===== src/rtl/membus_arb2.sv =====
// Two-master arbiter for one memory bus port: grants a whole memory cycle (including
// read-modify-write) to one master and steers requests, data and strobes accordingly.
module membus_arb2 #(
    parameter int unsigned FIXED_PRIO = 0,
    parameter int unsigned TIMEOUT    = 1000
) (
    input  logic         clk,
    input  logic         reset,

    input  logic         m0_rq_cyc,
    input  logic         m0_rd_rq,
    input  logic         m0_wr_rq,
    input  logic         m0_wr_rs,
    input  logic [18:35] m0_ma,
    input  logic         m0_fmc_select,
    input  logic [0:35]  m0_mb_out,
    output logic         m0_addr_ack,
    output logic         m0_rd_rs,
    output logic [0:35]  m0_mb_in,
    output logic         m0_nxm,

    input  logic         m1_rq_cyc,
    input  logic         m1_rd_rq,
    input  logic         m1_wr_rq,
    input  logic         m1_wr_rs,
    input  logic [18:35] m1_ma,
    input  logic         m1_fmc_select,
    input  logic [0:35]  m1_mb_out,
    output logic         m1_addr_ack,
    output logic         m1_rd_rs,
    output logic [0:35]  m1_mb_in,
    output logic         m1_nxm,

    output logic         membus_rq_cyc,
    output logic         membus_rd_rq,
    output logic         membus_wr_rq,
    output logic         membus_wr_rs,
    output logic         membus_fmc_select,
    output logic [18:35] membus_ma,
    output logic [0:35]  membus_mb_out,
    input  logic         membus_addr_ack,
    input  logic         membus_rd_rs,
    input  logic [0:35]  membus_mb_in
);

    typedef enum logic [1:0] {StIdle, StAddr, StData} state_e;

    localparam logic [15:0] CntMax = 16'(TIMEOUT - 1);

    state_e      state_q, state_d;
    logic        gnt_q, gnt_d;
    logic        last_q, last_d;
    logic [15:0] cnt_q, cnt_d;
    logic        rd_q, rd_d;
    logic        wr_q, wr_d;
    logic        rd_seen_q, rd_seen_d;
    logic        nxm_q, nxm_d;

    logic         g_rq_cyc, g_rd_rq, g_wr_rq, g_wr_rs, g_fmc_select;
    logic [18:35] g_ma;
    logic [0:35]  g_mb_out;
    logic         busy, in_addr, in_data, done;

    // Granted master's request lines; gated below by registered state only.
    always_comb begin
        g_rq_cyc     = gnt_q ? m1_rq_cyc     : m0_rq_cyc;
        g_rd_rq      = gnt_q ? m1_rd_rq      : m0_rd_rq;
        g_wr_rq      = gnt_q ? m1_wr_rq      : m0_wr_rq;
        g_wr_rs      = gnt_q ? m1_wr_rs      : m0_wr_rs;
        g_fmc_select = gnt_q ? m1_fmc_select : m0_fmc_select;
        g_ma         = gnt_q ? m1_ma         : m0_ma;
        g_mb_out     = gnt_q ? m1_mb_out     : m0_mb_out;
    end

    assign busy    = (state_q != StIdle);
    assign in_addr = (state_q == StAddr);
    assign in_data = (state_q == StData);

    always_comb begin
        membus_rq_cyc     = busy & g_rq_cyc;
        membus_rd_rq      = busy & g_rd_rq;
        membus_wr_rq      = busy & g_wr_rq;
        membus_fmc_select = busy & g_fmc_select;
        membus_ma         = busy ? g_ma : '0;
        membus_mb_out     = busy ? g_mb_out : '0;
        membus_wr_rs      = in_data & g_wr_rs;

        m0_addr_ack = in_addr & ~gnt_q & membus_addr_ack;
        m1_addr_ack = in_addr &  gnt_q & membus_addr_ack;
        m0_rd_rs    = in_data & ~gnt_q & membus_rd_rs;
        m1_rd_rs    = in_data &  gnt_q & membus_rd_rs;
        m0_mb_in    = (busy & ~gnt_q) ? membus_mb_in : '0;
        m1_mb_in    = (busy &  gnt_q) ? membus_mb_in : '0;
        m0_nxm      = nxm_q & ~gnt_q;
        m1_nxm      = nxm_q &  gnt_q;
    end

    // RMW needs the read restart strictly before the write restart.
    assign done = wr_q ? (g_wr_rs & (~rd_q | rd_seen_q)) : membus_rd_rs;

    always_comb begin
        state_d   = state_q;
        gnt_d     = gnt_q;
        last_d    = last_q;
        cnt_d     = cnt_q;
        rd_d      = rd_q;
        wr_d      = wr_q;
        rd_seen_d = rd_seen_q;
        nxm_d     = 1'b0;

        unique case (state_q)
            StIdle: begin
                if (m0_rq_cyc | m1_rq_cyc) begin
                    state_d = StAddr;
                    cnt_d   = '0;
                    if (m0_rq_cyc & m1_rq_cyc) begin
                        gnt_d = (FIXED_PRIO != 0) ? 1'b0 : ~last_q;
                    end else begin
                        gnt_d = m1_rq_cyc;
                    end
                end
            end
            StAddr: begin
                if (membus_addr_ack) begin
                    state_d   = StData;
                    rd_d      = g_rd_rq;
                    wr_d      = g_wr_rq;
                    rd_seen_d = 1'b0;
                end else if (!g_rq_cyc) begin
                    state_d = StIdle;
                end else if (cnt_q == CntMax) begin
                    state_d = StIdle;
                    nxm_d   = 1'b1;
                    last_d  = gnt_q;
                end else begin
                    cnt_d = cnt_q + 16'd1;
                end
            end
            StData: begin
                if (membus_rd_rs) begin
                    rd_seen_d = 1'b1;
                end
                if (done) begin
                    state_d = StIdle;
                    last_d  = gnt_q;
                end
            end
            default: state_d = StIdle;
        endcase
    end

    always_ff @(posedge clk) begin
        if (reset) begin
            state_q   <= StIdle;
            gnt_q     <= 1'b0;
            last_q    <= 1'b1;
            cnt_q     <= '0;
            rd_q      <= 1'b0;
            wr_q      <= 1'b0;
            rd_seen_q <= 1'b0;
            nxm_q     <= 1'b0;
        end else begin
            state_q   <= state_d;
            gnt_q     <= gnt_d;
            last_q    <= last_d;
            cnt_q     <= cnt_d;
            rd_q      <= rd_d;
            wr_q      <= wr_d;
            rd_seen_q <= rd_seen_d;
            nxm_q     <= nxm_d;
        end
    end

endmodule


===== config.mk =====
export PLATFORM = sky130hd
export DESIGN_NAME = membus_arb2
export DESIGN_NICKNAME = d
export VERILOG_FILES = /design/src/rtl/membus_arb2.sv
export SDC_FILE = /design/constraint.sdc
export NUM_CORES = 1
export LEC_CHECK = 0
export BUFFER_PORTS_ARGS = -buffer_cell sky130_fd_sc_hd__buf_4
export CORE_AREA = 2 2 115 117
export DETAILED_ROUTE_END_ITERATION = 16
export DIE_AREA = 0 0 117 119
export GPL_ROUTABILITY_DRIVEN = 0
export PLACE_DENSITY_LB_ADDON = 0.1
export SYNTH_ARGS = -nofsm -noshare
export SYNTH_HDL_FRONTEND = slang
export SYNTH_SLANG_ARGS = --single-unit

===== constraint.sdc =====
create_clock -name clk -period 2.55 [get_ports clk]
set_clock_uncertainty 0.15 [all_clocks]
set_input_delay 0.51 -clock clk [delete_from_list [all_inputs] [get_ports clk]]
set_output_delay 0.51 -clock clk [all_outputs]
set_load 0.01 [all_outputs]

# Yosys cells after proc, flatten, opt, wreduce, memory -nomap -nowiden

Cells that the tools add are included.

Input bits: 158
Word-level logic and storage cells: 91
Bits in registers: 24
Output and inout bits: 137

Add/subtract/negate cells: 1
Equality and inequality tests: 12
Reduce and logical (&&, ||, !) cells: 11
Bitwise gates (word level): 26
Muxes and demuxes: 33

Operators by type and width:

| operator                | count |
|---|---|
| $mux W36                | 4 |
| $mux W16                | 4 |
| $mux W18                | 2 |
| $pmux W16 S2            | 1 |
| $and A1 B1 Y1           | 19 |
| $add A16 B1 Y16 const B | 1 |
| $eq A16 B10 Y1 const B  | 1 |
| $mux W1                 | 14 |
| $ne A2 B2 Y1 const B    | 6 |
| $mux W2                 | 5 |
| $reduce_and A5 Y1       | 2 |
| $pmux W2 S3             | 1 |
| $reduce_and A3 Y1       | 2 |
| $reduce_bool A2 Y1      | 3 |
| $not A1 Y1              | 5 |
| $ne A2 B1 Y1 const B    | 2 |
| $ne A4 B3 Y1 const B    | 1 |
| $pmux W1 S2             | 2 |
| $reduce_and A2 Y1       | 2 |
| $reduce_or A4 Y1        | 1 |
| $eq A2 B1 Y1 const B    | 1 |
| $eq A2 B2 Y1 const B    | 1 |
| $logic_not A2 Y1        | 1 |
| $or A1 B1 Y1            | 2 |

# Depth between registers and ports, before layout

Word-level depth: 6
Gate-level depth with buffers: 8

# Worst setup path after synthesis

No wires, ideal clock.

Path kind: register -> register
From: register cnt_q[10]
To: register cnt_q[0]
Library setup time: 0.087 ns
Period minus slack after synthesis: 2.252 ns
Stages on the path, launching flop included: 8
Path buffers: 2
Path slack: 0.298 ns
Arrival: 2.015 ns
Data required time: 2.313 ns
Cell sequence: dfxtp_1 or4b_1 or4_1 buf_2 and2_0 buf_2 xnor2_1 o31ai_1

Word-level cells in the longest chain between the ends: 3

RTL lines:

| element                     | line | text |
|---|---|---|
| start: declaration          | 53   | `logic [15:0] cnt_q, cnt_d;` |
| start signal: assignment    | 166  | `cnt_q <= cnt_d;` |
| $eq A16 B10 Y1              | 131  | `end else if (cnt_q == CntMax) begin` |
| $ne A2 B2 Y1 (no line)      | -    |  |
| $reduce_and A5 Y1 (no line) | -    |  |

No other way between the ends.
A chain may end at the register's enable or synchronous reset.

# Worst setup path after layout

From: register state_q[0]
To: output m0_mb_in[24] (netlist name)

Word-level cells in the longest chain between the ends: 3

RTL lines:

| element                  | line | text |
|---|---|---|
| start: declaration       | 50   | `state_e state_q, state_d;` |
| start signal: assignment | 154  | `state_q <= StIdle;` |
| start signal: assignment | 163  | `state_q <= state_d;` |
| $reduce_bool A2 Y1       | 75   | `assign busy = (state_q != StIdle);` |
| $and A1 B1 Y1            | 92   | `m0_mb_in = (busy & ~gnt_q) ? membus_mb_in : '0;` |
| $mux W36                 | 92   |  |
| end: declaration         | 19   | `output logic [0:35] m0_mb_in,` |

No other way between the ends.

==> impl_results.md <==
* Maximum vdd drop at 0.341 mV
* Max cap viols at 0
* Clk Latency, worst-skew pair at 0.25 ns
* First-pass GRT wire length at 21000 µm
* Port Buf Inserts at 294
* Worst-Margin Slew at 0.609 ns
* Synth Net Count at 550
* Vias in the first global route at 3721
* CP required at 1.89 ns
* Met1 Track Usage GR at 0.239
* Mean post-synth cell area at 7.17 µm²
* Post-CTS Setup Bufs at 0
* Root buf cell: clkbuf_16
* # IOs at 295
* Unrepaired setup endpoints after global routing: true
* Gr busiest metal: met2
* Leak at 2.54 nW
* Final WL at 14000 µm
* Hold Crit Class: reg -> reg
* Startpoint types: register
* Largest net degree at the start of global routing at 39
* Outcome: finished clean
* Detailed Place HPWL at 11900 µm
* YS warnings at 0
* Fraction of layout cells with a size suffix above 1 at 0.496
* Register bit total from synthesis at 24
* Primary FF master, synth: dfxtp_1
* P&R area growth vs syn at 91.5%
* Min Tclk post-route at 2.49 ns
* WP data arrival at 1.83 ns
* Critical-path maximum fanout at 36
* Grt ovf at 0
* Die X at 117 µm
* Hold path depth at 2
* Top-area cell type share of the netlist area at 0.212
* Count leader, synth: nor2_1
* Layout Nets at 841
* H-tree level count at 1
* Row count at 42
* Sequential area share after synthesis at 0.173
* M2 GR Usage at 0.343
* Total number of vias at 3775
* Synth unique cells at 54
* Number of synthesized flops with an enable pin at 0
* Final setup fails at 0
* TritonCTS clock tree: yes
* DRT Pass-1 Iters at 4
* Die area at 13900 µm²
* Max Clock Freq at 402 MHz
* Initial antenna violation count at 0
* DP Cell Count at 850
* Period utilization at 0.977
* Clk pin slew, worst setup/hold paths at 0.06 ns
* Drc violations at 0
* Per-cell routed wire length at 16.4 µm
* Sink Count at 24
* Post-Syn Area at 2780 µm²
* Critical Path End Type: output pin
* Core area at 12900 µm²
* Clk buf depth at 2
* Final Worst Setup Slack at 0.0596 ns
* Initial core utilization at 0.216
* Max-Slew Margin vs Limit at 0.590
* Initial detailed-routing violation count at 148
* Synth top cells by count: nor2_1 (77), and2_1 (74), mux2i_1 (59)
* Async set-reset flop share out of synthesis at 0
* Post-Route Utilization at 0.414
* Setup CP Type: reg -> out
* Overall routing resource usage at 0.192
* Hold_buf cts at 0
* Number of CTS-inserted buffers at 3
* Met3 Use GR at 0.0438
* Cells after Synth at 388
* Place WS at 0.0885 ns
* Pwr Total at 2.00 mW
* Fin. max-slew vios at 0
* Number of fill cells at 1355
* Top post-synthesis cells by area: mux2i_1 (21%), dfxtp_1 (17%), and2_1 (17%)
* Die height at 119 µm
* Reg2Reg Depth at 6
* Via density at 4.42
* Diode count at 0
* Layout Cells excl Fill at 854
* PD cells at 375 nW/µm²
* Final hold vios at 0
* Yosys top cell by area: mux2i_1
* Post-route ant nets at 0
## state kept, by name, summed over array words and instances (netlist names)
name and count:
last_q 1, state_q 2, nxm_q 1, gnt_q 1, rd_seen_q 1, rd_q 1
wr_q 1, cnt_q 16
## stage by stage
| step | TNS, ns | hold slack (ns) | cell area, µm² |
|---|---|---|---|
| after CTS | 0 | 0.345 | 5320 |
| after global routing | -0.00132 | 0.381 | 5330 |
| after floorplan | 0 | 0.304 | 2780 |
| final | 0 | 0.339 | 5330 |
| after detailed placement | 0 | 0.334 | 5240 |
| after global placement | 0 | 0.324 | 5240 |
## worst paths after layout
| check | start | endpoint | slack (ns) |
|---|---|---|---|
| worst max-delay path | state_q[0] | m0_mb_in[24] | 0.06 |
| worst min-delay path | cnt_q[1] | cnt_q[1] | 0.34 |
| worst max register to register | cnt_q[9] | cnt_q[9] | 0.18 |
| worst min register to register | cnt_q[1] | cnt_q[1] | 0.34 |
## report_power, final
part	total, mW	switching [mW]	internal [mW]
Clock	0.347	0.133	0.213
Sequential	0.404	0.0169	0.387
Combinational	1.25	0.606	0.643
Total	2.00	0.756	1.24
## critical path, stage by stage, from the launching register on
cell	delay [ns]
dfxtp_1	0.36
inv_1	0.07
ha_2	0.22
buf_4	0.18
nor2_1	0.17
buf_12	0.20
and2_1	0.21
buf_4	0.14
## placed cells by master, fill, tap and decap left out, types with 3 or more instances in the layout
cell	instances
a211oi_1	3
nand4_1	3
and3_1	3
nor2_1	77
nand3_1	14
or3_1	4
dfxtp_1	23
buf_4	309
ha_1	3
o21ai_0	5
nor2b_1	3
and2_1	73
mux2i_1	59
nand2_1	15
o211ai_1	3
nor3_1	5
inv_1	9
o31ai_1	3
a21oi_1	13
clkbuf_16	3
## layer usage
| metal | routed length [µm] | vias up | share of wire |
|---|---|---|---|
| met1 | 5820 | 1734 | 0.42 |
| met3 | 816 | 10 | 0.058 |
| met5 | 0 | - | 0 |
| met2 | 7260 | 125 | 0.52 |
| li1 | - | 1906 | - |
| met4 | 123 | 0 | 0.0088 |
## logic make-up after synthesis
| family | count (synthesis) | synth area share |
|---|---|---|
| AO/OA/AOI/OAI | 47 | 0.124 |
| XOR/XNOR | 1 | 0.00315 |
| adder cells (fa/ha/maj) | 4 | 0.0180 |
| buffers and inverters | 36 | 0.0630 |
| flip-flops | 24 | 0.173 |
| multiplexers | 59 | 0.212 |
| AND/OR/NAND/NOR | 217 | 0.406 |
## what timing repair did
action / 4_1_cts / 5_1_grt
setup endpoints to repair: 0 / 42
gates resized for setup: 0 / 3
hold endpoints to repair: 0 / 0
## layout make-up
class,count,area (µm²),share of cell area
Timing Repair Buffer,312,2370,0.445
Multi-Input combinational cell,328,2130,0.401
Sequential cell,24,484,0.0909
Tap cell,176,220,0.0414
Clock buffer,4,78.8,0.0148
Inverter,10,37.5,0.00705
Power figures use the tool's default switching activity.
